$ cat config.mk
export PLATFORM = sky130hd
export DESIGN_NAME = cp0_unit
export DESIGN_NICKNAME = d
export VERILOG_FILES = /design/src/rtl/cp0_unit.sv
export SDC_FILE = /design/constraint.sdc
export NUM_CORES = 1
export LEC_CHECK = 0
export CAP_MARGIN = 20
export CORE_MARGIN = 4
export CORE_UTILIZATION = 44
export CTS_CLUSTER_DIAMETER = 50
export DETAILED_ROUTE_END_ITERATION = 8
export PLACE_DENSITY = 0.82
export SYNTH_ARGS = -nofsm -noshare
export SYNTH_HDL_FRONTEND = slang
export SYNTH_SLANG_ARGS = --single-unit
$ cat constraint.sdc
create_clock -name clk -period 2.45 [get_ports clk]
set_input_delay 0.49 -clock clk [delete_from_list [all_inputs] [get_ports clk]]
set_output_delay 0.49 -clock clk [all_outputs]
set_load 0.01 [all_outputs]
$ cat src/rtl/cp0_unit.sv
// Coprocessor-0 beside the MEM stage: exception/interrupt request, SR/Cause/EPC, mfc0/mtc0, eret.
// Optional build macro CP0_PRID_EN makes register 15 return a read-only processor ID.
module cp0_unit #(
    parameter logic [31:0] SR_WMASK   = 32'h0000_FC03
`ifdef CP0_PRID_EN
    ,
    parameter logic [31:0] PRID_VALUE = 32'h4D49_5053
`endif
) (
    input  logic        clk,
    input  logic        reset,
    input  logic        en,
    input  logic [4:0]  CP0Add,
    input  logic [31:0] CP0In,
    input  logic [31:0] VPC,
    input  logic        BDIn,
    input  logic [4:0]  ExcCodeIn,
    input  logic [5:0]  HWInt,
    input  logic        EXLClr,
    output logic [31:0] CP0Out,
    output logic [31:0] EPC_out,
    output logic        Req
);

    logic [31:0] sr_q, sr_d;
    logic [31:0] cause_q, cause_d;
    logic [31:0] epc_q, epc_d;
    logic        int_req;
    logic        exc_req;
    logic [31:0] epc_src;

    // EXL blocks every new request, so a handler can never be re-entered.
    assign int_req = (|(HWInt & sr_q[15:10])) & sr_q[0] & ~sr_q[1];
    assign exc_req = (ExcCodeIn != 5'd0) & ~sr_q[1];
    assign Req     = ~reset & (int_req | exc_req);
    assign epc_src = BDIn ? (VPC - 32'd4) : VPC;

    always_comb begin
        sr_d             = sr_q;
        cause_d          = cause_q;
        epc_d            = epc_q;
        cause_d[15:10]   = HWInt;
        if (Req) begin
            sr_d[1]       = 1'b1;
            cause_d[6:2]  = int_req ? 5'd0 : ExcCodeIn;
            cause_d[31]   = BDIn;
            epc_d         = epc_src & 32'hFFFF_FFFC;
        end else begin
            if (en) begin
                case (CP0Add)
                    5'd12:   sr_d  = (sr_q & ~SR_WMASK) | (CP0In & SR_WMASK);
                    5'd14:   epc_d = CP0In & 32'hFFFF_FFFC;
                    default: ;
                endcase
            end
            // eret is applied after the mtc0 so it wins on the EXL bit.
            if (EXLClr) begin
                sr_d[1] = 1'b0;
            end
        end
    end

    always_ff @(posedge clk) begin
        if (reset) begin
            sr_q    <= 32'd0;
            cause_q <= 32'd0;
            epc_q   <= 32'd0;
        end else begin
            sr_q    <= sr_d;
            cause_q <= cause_d;
            epc_q   <= epc_d;
        end
    end

    always_comb begin
        CP0Out = 32'd0;
        case (CP0Add)
            5'd12:   CP0Out = sr_q;
            5'd13:   CP0Out = cause_q;
            5'd14:   CP0Out = epc_q;
`ifdef CP0_PRID_EN
            5'd15:   CP0Out = PRID_VALUE;
`endif
            default: CP0Out = 32'd0;
        endcase
    end

    assign EPC_out = epc_q;

endmodule
==> metrics.md, run 1 <==
| Metric | Value |
|---|---|
| CTS Buf Count | `5` |
| DRC | `0` |
| Critical Path RT | `1.96 ns` |
| Worst EP arrival | `~1.9 ns` |
| Main flop type after synthesis | `dfxtp_1` |
| Pin count of the biggest net entering global routing | `51` |
| Maxcap violations | `0` |
| CP Max Fanout | `6` |
| HP Class | `reg -> reg` |
| Clk pin slew, worst setup/hold paths | `~0.090 ns` |
| Drt total wl | `between 10 and 15 mm` |
| Power density cells | `366.7 nW/um^2` |
| Worst Tran Pin Value | `0.5142 ns` |
| Most frequent cells after synthesis | `dfxtp_1 (50), clkbuf_1 (29), nand3_1 (20), o31ai_1 (20)` |
| Finished Cell Area | `5632 sq um` |
| Deepest clock path buffer count | `2` |
| Vias | `4353` |
| Top-count cell post-synth | `dfxtp_1` |
| Netlist cell types | `63` |
| Yosys warning count | `0` |
| Post-synth ARST share | `0%` |
| Lkg Pwr | `0.002266 uW` |
| Routed Antenna Nets | `0` |
| I/O Buffers | `145` |
| Peak Freq | `416.5 MHz` |
| Routed vias/inst | `6.192` |
| I/O Pins | `150` |
| Sink Count | `50` |
| Grt total ovfl | `0` |
| Drt first pass iters | `5` |
| Clk_skew | `0.01202 ns` |
| Htree depth | `2` |
| DIE HEIGHT | `97.93 um` |
| Core Util, Final | `72.13%` |
| Number of synthesized register bits | `50` |
| Initial core utilization | `45.58%` |
| FF+latch area | `approximately 1000 sq um` |
| # setup viols final | `0` |
| Layout net count | `a little under 700` |
| Share of cells above drive strength 1 | `19.47%` |
| EDFF count, synth | `0` |
| Routed len/inst | `between 15 and 20 um` |
| Post-DP Area | `around 5500 sq um` |
| Non-Filler Instances | `703` |
| Multi-input gate area in the final layout | `2337 sq um` |
| Root buf cell | `clkbuf_8` |
| Placed cells | `694` |
| Synth top area cells | `dfxtp_1 (28%), a2111oi_0 (4.7%), a311oi_1 (4.7%)` |
| IR Drop Worst-Case VDD | `0.2922 mV` |
| Fin. max-slew vios | `0` |
| Startpoint types | `input port` |
| Tot GR Track Use | `27.26%` |
| N_diodes | `0` |
| Core Box Area | `7807 sq um` |
| Synth area leader | `dfxtp_1` |
| GPL Wtd Cong | `0.9385` |
| Number of antenna violations at the first check in global routing | `0` |
| Cell row count | `32` |
| First-pass GRT wire length | `between 20 and 25 mm` |
| Post-place setup slack | `-0.4801 ns` |
| Critical Path End Type | `primary output` |
| Initial DRC count | `461` |
| Setup ws final | `between 0.04 and 0.05 ns` |
| Skew-Pair Late Insertion Delay | `0.31 ns` |
| Avg Cell Area, Syn | `8.595 sq um` |
| Fin crit period | `around 2.4 ns` |
| Post-synthesis cell count | `414` |
| Die Area | `9590 sq um` |
| Relative slew margins | `between 60% and 70%` |
| Final Hold Viols | `0` |
| Synth Cell Area | `3558 sq um` |
| Seq/Total Area, Yosys | `28.13%` |
| Synthesis-to-finish area growth | `58.26%` |
| CTS tree | `yes` |
| Dpl hpwl | `10.58 mm` |
| Vias in the first global route | `approximately 4.2k` |
| Outcome | `finished, final reports clean` |
| Top cell type's share of synthesized area | `between 20% and 30%` |
| Final period utilization | `between 90% and 100%` |
| Critical path class | `in -> out` |
| FILL cells | `just under 600` |
| Die width | `97.93 um` |
## what timing repair did
| action | in CTS | in global routing |
|---|---|---|
| setup buffers | 0 | 0 |
| pin swaps | 3 | 3 |
| cloned | 1 | 0 |
| resized for setup | 51 | 20 |
| endpoints found under the setup margin | 33 | 15 |
| hold buffers | 0 | 0 |
## final cells by class
type | instances | area share (%)
flip-flops and latches | 50 | 17.77
clock inverters | 2 | 0.2444
repair buffers | 225 | 36.66
inverters | 4 | 0.2666
multi-input cells | 314 | 41.50
clock buffers | 6 | 1.289
well taps | 102 | 2.266
## routing by layer
layer / up-vias / part of all wire, % / global-route usage [%]
met5: - / 0 / 0
met4: 0 / 2.8 / 8.094
met3: 33 / 7.1 / 3.786
met2: 234 / 50 / 46.54
met1: 2044 / 41 / 35.73
li1: 2042 / - / -
## power breakdown
group	switching, uW	internal [uW]
Clock	276	202
Combinational	299	363
Sequential	50.9	874
## final timing paths
| path | from | to | slack (ns) | cells after the start |
|---|---|---|---|---|
| setup / recovery | CP0Add[3] | CP0Out[31] | 0.05 | 7 |
| hold reg to reg | cause_q[4]$_SDFFE_PP0N_ | cause_q[4]$_SDFFE_PP0N_ | 0.48 | 2 |
| setup reg to reg | sr_q[11]$_SDFFE_PP0P_ | EPC_out[21]$_SDFFE_PP0P_ | 0.52 | 6 |
| hold / removal | cause_q[4]$_SDFFE_PP0N_ | cause_q[4]$_SDFFE_PP0N_ | 0.48 | 2 |
## registers in the layout, summed over array words and instances (netlist names)
name / flops
EPC_out: 30
cause_q: 12
sr_q: 8
## cell families (layout without fill, tap and decap cells)
group                      after synthesis  in the layout  synth area share [%]
adders and majority gates                1              1                0.3516
xor gates and xnor gates                 9              9                 2.215
AOI/OAI and AO/OA                      126            126                 27.32
and+or+nand+nor                        166            166                 31.44
buffers and inverters                   51            237                 7.630
other                                    1              2                0.1054
muxes                                   10             10                 2.813
DFF                                     50             50                 28.13
## layout by cell type (no fill, tap or decap), types with 3 or more instances in the layout
cell type / instances
clkdlybuf4s50_1: 104
buf_4: 74
dfxtp_1: 50
dlygate4sd2_1: 27
nand3_1: 20
o31ai_1: 20
and4_1: 19
a311oi_1: 19
a21oi_1: 19
and3_1: 18
nand2_1: 18
a2111oi_0: 15
a211oi_1: 14
nand4_1: 13
nor2_1: 12
o21ai_0: 11
or4_1: 11
mux2i_1: 10
a22o_1: 9
or3_1: 8
nor2b_1: 7
nor3_1: 5
nor4_1: 5
xnor2_1: 5
clkbuf_8: 5
clkdlybuf4s15_1: 5
nor4_2: 4
xor2_1: 4
clkbuf_2: 4
inv_1: 3
or4b_1: 3
a2111oi_1: 3
buf_12: 3
## through the flow
step	power, uW	TNS (ns)	hold WS [ns]
after floorplan	1180	0	0.4433
after global placement	1568	-9.272	0.4612
after detailed placement	1585	-11.24	0.4662
after CTS	2054	-0.007575	0.4814
after global routing	2147	-0.05696	0.5086
final	2065	0	0.4847
## critical path, stage by stage
cell and delay [ns]:
dlygate4sd2_1 0.28, nor4bb_4 0.33, buf_4 0.16, and2_0 0.12, buf_4 0.15, a22o_1 0.14, clkdlybuf4s15_1 0.24
(Power assumes the default switching activity.)
==> run 2: changes to the inputs <==
Settings changed: CTS_CLUSTER_DIAMETER 50 to 120, HOLD_SLACK_MARGIN set to 0.03.
==> results of run 2 <==
Same layout as run 1: the final DEF is identical, and so are final timing and power.
